## src/rtl/elevator_door_ctrl.sv

```systemverilog
// rtl/elevator_door_ctrl.sv - elevator door sequencer with anti-pinch reopen and fault latch
// Optional: DOOR_NUDGE_EN adds a slow forced-close NUDGE state instead of faulting at the reopen limit.
module elevator_door_ctrl #(
    parameter int MOVE_CYCLES = 20,
    parameter int HOLD_CYCLES = 50,
    parameter int MAX_REOPEN  = 3,
    parameter int CNT_W       = 8
) (
    input  logic clk,
    input  logic rst,
    input  logic tick,
    input  logic arrive,
    input  logic car_moving,
    input  logic open_btn,
    input  logic close_btn,
    input  logic obstruct,
    output logic motor_open,
    output logic motor_close,
    output logic door_closed,
    output logic fault,
    output logic alarm
);

    localparam int RW = $clog2(MAX_REOPEN + 1);
    localparam logic [CNT_W-1:0] MOVE_T  = CNT_W'(MOVE_CYCLES);
    localparam logic [CNT_W-1:0] HOLD_T  = CNT_W'(HOLD_CYCLES);
`ifdef DOOR_NUDGE_EN
    localparam logic [CNT_W-1:0] NUDGE_T = CNT_W'(2 * MOVE_CYCLES);
`endif
    localparam logic [RW-1:0]    REOPEN_LAST = RW'(MAX_REOPEN - 1);
    localparam logic [RW-1:0]    REOPEN_SAT  = RW'(MAX_REOPEN);

    typedef enum logic [2:0] {
        S_CLOSED,
        S_OPENING,
        S_OPEN,
        S_CLOSING,
        S_FAULT
`ifdef DOOR_NUDGE_EN
        , S_NUDGE
`endif
    } state_t;

    state_t           state_q, state_d;
    logic [CNT_W-1:0] timer_q, timer_d;
    logic [RW-1:0]    reopen_q, reopen_d;
    logic             expire;
    logic             motor_open_d, motor_close_d, door_closed_d, fault_d, alarm_d;

    always_ff @(posedge clk) begin
        if (rst) begin
            state_q     <= S_CLOSED;
            timer_q     <= '0;
            reopen_q    <= '0;
            motor_open  <= 1'b0;
            motor_close <= 1'b0;
            door_closed <= 1'b1;
            fault       <= 1'b0;
            alarm       <= 1'b0;
        end else begin
            state_q     <= state_d;
            timer_q     <= timer_d;
            reopen_q    <= reopen_d;
            motor_open  <= motor_open_d;
            motor_close <= motor_close_d;
            door_closed <= door_closed_d;
            fault       <= fault_d;
            alarm       <= alarm_d;
        end
    end

    always_comb begin
        state_d  = state_q;
        timer_d  = timer_q;
        reopen_d = reopen_q;
        expire   = tick && (timer_q == CNT_W'(1));
        if (tick && timer_q != '0) timer_d = timer_q - 1'b1;

        case (state_q)
            S_CLOSED: begin
                if ((arrive || open_btn) && !car_moving) begin
                    state_d  = S_OPENING;
                    timer_d  = MOVE_T;
                    reopen_d = '0;
                end
            end
            S_OPENING: begin
                if (expire) begin
                    state_d = S_OPEN;
                    timer_d = HOLD_T;
                end
            end
            S_OPEN: begin
                if (obstruct || open_btn) begin
                    timer_d = HOLD_T;
                end else if ((close_btn && tick) || expire) begin
                    state_d = S_CLOSING;
                    timer_d = MOVE_T;
                end
            end
            S_CLOSING: begin
                // Obstruction reacts on the next clk edge, independent of tick.
                if (obstruct) begin
                    if (reopen_q == REOPEN_LAST) begin
`ifdef DOOR_NUDGE_EN
                        state_d = S_NUDGE;
                        timer_d = NUDGE_T;
`else
                        state_d = S_FAULT;
                        timer_d = '0;
`endif
                    end else begin
                        state_d = S_OPENING;
                        timer_d = MOVE_T;
                        if (reopen_q != REOPEN_SAT) reopen_d = reopen_q + 1'b1;
                    end
                end else if (open_btn) begin
                    state_d = S_OPENING;
                    timer_d = MOVE_T;
                end else if (expire) begin
                    state_d = S_CLOSED;
                end
            end
`ifdef DOOR_NUDGE_EN
            S_NUDGE: begin
                if (expire) state_d = S_CLOSED;
            end
`endif
            default: begin
                state_d = S_FAULT;
                timer_d = '0;
            end
        endcase

        // A moving car with the door not shut is unsafe in every travel state.
        if (car_moving && state_q != S_CLOSED && state_q != S_FAULT) begin
            state_d = S_FAULT;
            timer_d = '0;
        end
    end

    always_comb begin
        motor_open_d  = 1'b0;
        motor_close_d = 1'b0;
        door_closed_d = 1'b0;
        fault_d       = 1'b0;
        alarm_d       = 1'b0;
        case (state_d)
            S_CLOSED:  door_closed_d = 1'b1;
            S_OPENING: motor_open_d  = 1'b1;
            S_CLOSING: motor_close_d = 1'b1;
            S_FAULT: begin
                fault_d = 1'b1;
                alarm_d = 1'b1;
            end
`ifdef DOOR_NUDGE_EN
            S_NUDGE: begin
                motor_close_d = 1'b1;
                alarm_d       = 1'b1;
            end
`endif
            default: ;
        endcase
    end

endmodule

```

## config.mk

```make
export PLATFORM = sky130hd
export DESIGN_NAME = elevator_door_ctrl
export DESIGN_NICKNAME = d
export VERILOG_FILES = /design/src/rtl/elevator_door_ctrl.sv
export SDC_FILE = /design/constraint.sdc
export NUM_CORES = 1
export LEC_CHECK = 0
export ABC_AREA = 1
export CAP_MARGIN = 10
export CORE_AREA = 5 5 50 52
export CTS_CLUSTER_DIAMETER = 80
export DETAILED_ROUTE_END_ITERATION = 8
export DIE_AREA = 0 0 55 57
export PLACE_DENSITY = 0.81
export SLEW_MARGIN = 20
export SYNTH_ARGS = -nofsm -noshare
export SYNTH_HDL_FRONTEND = slang
export SYNTH_SLANG_ARGS = --single-unit
```

## constraint.sdc

```tcl
create_clock -name clk -period 2.1 [get_ports clk]
set_input_delay 0.42 -clock clk [delete_from_list [all_inputs] [get_ports clk]]
set_output_delay 0.42 -clock clk [all_outputs]
set_load 0.03 [all_outputs]
```

==> metrics <==
worst hold stages=2; power share of the sequential group=35.7%; utilization after layout=63.7%; setup slack, reg-to-reg=550 ps; Worst Hold Class=register to register; hold buffers post-CTS=0; core area=2060 um^2; fmax=578 MHz; Post-Synthesis Cells=167; Int Pwr=0.661 mW; minimum clock period=1730 ps; IO Port Bufs=12; worst slew pin tran=311 ps; GRT Resource Usage Total=17.6%; final setup fails=0; slowest CP cell=clkdlybuf4s50_1; net load switching power=0.508 mW; max cap viols=0; Setup crit end kind=output pin; TNS Setup=0 ps; drt wl/cell=11.3 um; Min Hold Slack=482 ps; DP HPWL=1950 um; CTS Buf Count=3; DIE AREA=3140 um^2; drt first pass iters=4; vias per cell=5.18; Syn. warnings=0; commonest non-fill, non-tap cell in the layout=nand2_1; Cell variety after synth=24; fin crit share=82.4%; diodes inserted=0; WP buf/inv=1; power density over cell area=889 nW/um^2; hold path start=reopen_q[1]$_SDFFE_PP0P_; final WL=2380 um; Net Sw Frac=43.5%; status=finished clean; CTS tree=yes; Root Buffer=clkbuf_4; DIE WIDTH=55 um; final hold violation count=0; first-pass GRT wire length=4130 um; vias in the first global route=1017; H-tree levels=1; DRC=0; Clock power frac=14.9%; Max-slew headroom=79.2%; Syn Nets=180; via count=1094; # clock sinks=17; grt ovf=0; Startpoint Class=register; RSZ-0062 raised after global routing=false; setup ws final=369 ps; #FFs+latches synth=17; sequential share of the synthesized area=30.1%; Synth Cell Area=1130 um^2; setup repair bufs after CTS=0; DRT antenna net count=0; hold-critical path endpoint=reopen_q[1]$_SDFFE_PP0P_; Initial Utilization=54.9%; VDD IR max=0.000543 V; average size of a mapped cell=6.78 um^2; start point of the critical path=alarm$_SDFF_PP0_; share of layout cells above drive strength 1=18.0%; Leak=0.601 nW; die span in y=57 um; initial antenna violation count=0; worst path cell trace=clkdlybuf4s50_1; R2R depth=11; share of the synthesized area in the top cell type=30.1%; clk_skew=4.57 ps; CP max stage delay=670 ps; Comb pwr share=49.4%; clock latency on the worst-skew pair=290 ps; I/O Pins=13; clock slew at reported path FFs=100 ps; CP delay by family, top=buffers and inverters; largest net degree at the start of global routing=11; routability congestion estimate=0.887; worst slack, placed=125 ps; 1st-iter DRT viols=39; NumNets Final=197; worst r2r dst=timer_q[6]$_SDFF_PP0_; Max Slew Vio Count=0; reg-to-reg startpoint=timer_q[1]$_SDFF_PP0_; # resized after CTS=0; commonest non-fill, non-tap cells in the layout=nand2_1 (32), nor2_1 (25), inv_1 (21), dfxtp_1 (17), clkdlybuf4s50_1 (12); worst endpoint required time=1680 ps; cell taking the most area after synthesis=dfxtp_1; most area-consuming cells after synthesis=dfxtp_1 (30%), nand2_1 (11%), nor2_1 (8.3%); crit-path max FO=2; # rows=17; Worst EP arrival=1310 ps; Layout area overhead=16.1%; worst setup path category=register to output pin; total power=1.17 mW; maximum clock path buffer count=2
==> per-layer routing <==
layer	share of wire, %	up-vias	wire [um]	track usage [%]
met1	44	482	1050	21.4
met4	1.7	0	40	6.94
met3	5.0	6	120	3.66
met5	0	-	0	0
met2	49	38	1180	29.4
li1	-	568	-	-
==> area by class of cell <==
class	instances	area, um^2
inverter	26	97.6
clock inverter	1	5.00
tap	28	35.0
multi-input combinational	123	687
clock buffer	3	22.5
fill	204	748
timing repair buffer	13	128
sequential	17	340
==> how the worst max path moves through the flow <==
stage                                   to  slack [ps]  cells past startpoint
global placement    door_closed$_SDFF_PP1_         230                      9
global route        motor_close$_SDFF_PP0_         260                      8
finish                               fault         370                      1
floorplan            timer_q[7]$_SDFF_PP0_         750                     10
CTS                                  fault         350                      1
detailed placement  door_closed$_SDFF_PP1_         120                      9
==> cell families after synthesis <==
kind of cell | after synthesis | synth area share (%)
AND/OR/NAND/NOR | 91 | 39.6
adder cells (fa/ha/maj) | 5 | 5.52
flip-flops | 17 | 30.1
AO/OA/AOI/OAI | 23 | 12.5
buffers and inverters | 27 | 9.28
XOR/XNOR | 4 | 3.09
==> cell usage after synthesis <==
cell type,number
a21oi_1,6
a21oi_2,4
a31oi_1,1
buf_4,1
clkinv_1,1
dfxtp_1,17
ha_1,5
inv_1,21
inv_2,4
nand2_1,32
nand2_2,5
nand2_4,1
nand3_1,11
nand3_2,4
nand4_1,5
nor2_1,25
nor2_2,5
nor2_4,3
o211ai_1,1
o21ai_0,5
o21ai_1,4
o21ai_2,2
xnor2_1,2
xor2_1,2
==> power groups by stage <==
| stage | clock network [mW] | logic [mW] | registers [mW] |
|---|---|---|---|
| after floorplan | 0 | 0.444 | 0.431 |
| after global placement | 0 | 0.560 | 0.425 |
| after detailed placement | 0 | 0.573 | 0.426 |
| after CTS | 0.183 | 0.577 | 0.418 |
| after global routing | 0.195 | 0.651 | 0.426 |
| final | 0.174 | 0.577 | 0.418 |
==> registers in the layout, summed over array words and instances, names as in the netlist <==
| register | cells |
|---|---|
| door_closed | 1 |
| alarm | 1 |
| timer_q | 8 |
| motor_open | 1 |
| reopen_q | 2 |
| motor_close | 1 |
| state_q | 3 |
==> stage by stage <==
| step | instance area, um^2 | std cells |
|---|---|---|
| 2_1_floorplan | 1130 | 167 |
| 3_3_place_gp | 1290 | 207 |
| 3_5_place_dp | 1290 | 207 |
| 4_1_cts | 1320 | 211 |
| 5_1_grt | 1320 | 211 |
| 6_report | 1320 | 211 |
Power figures use the tool's default switching activity.
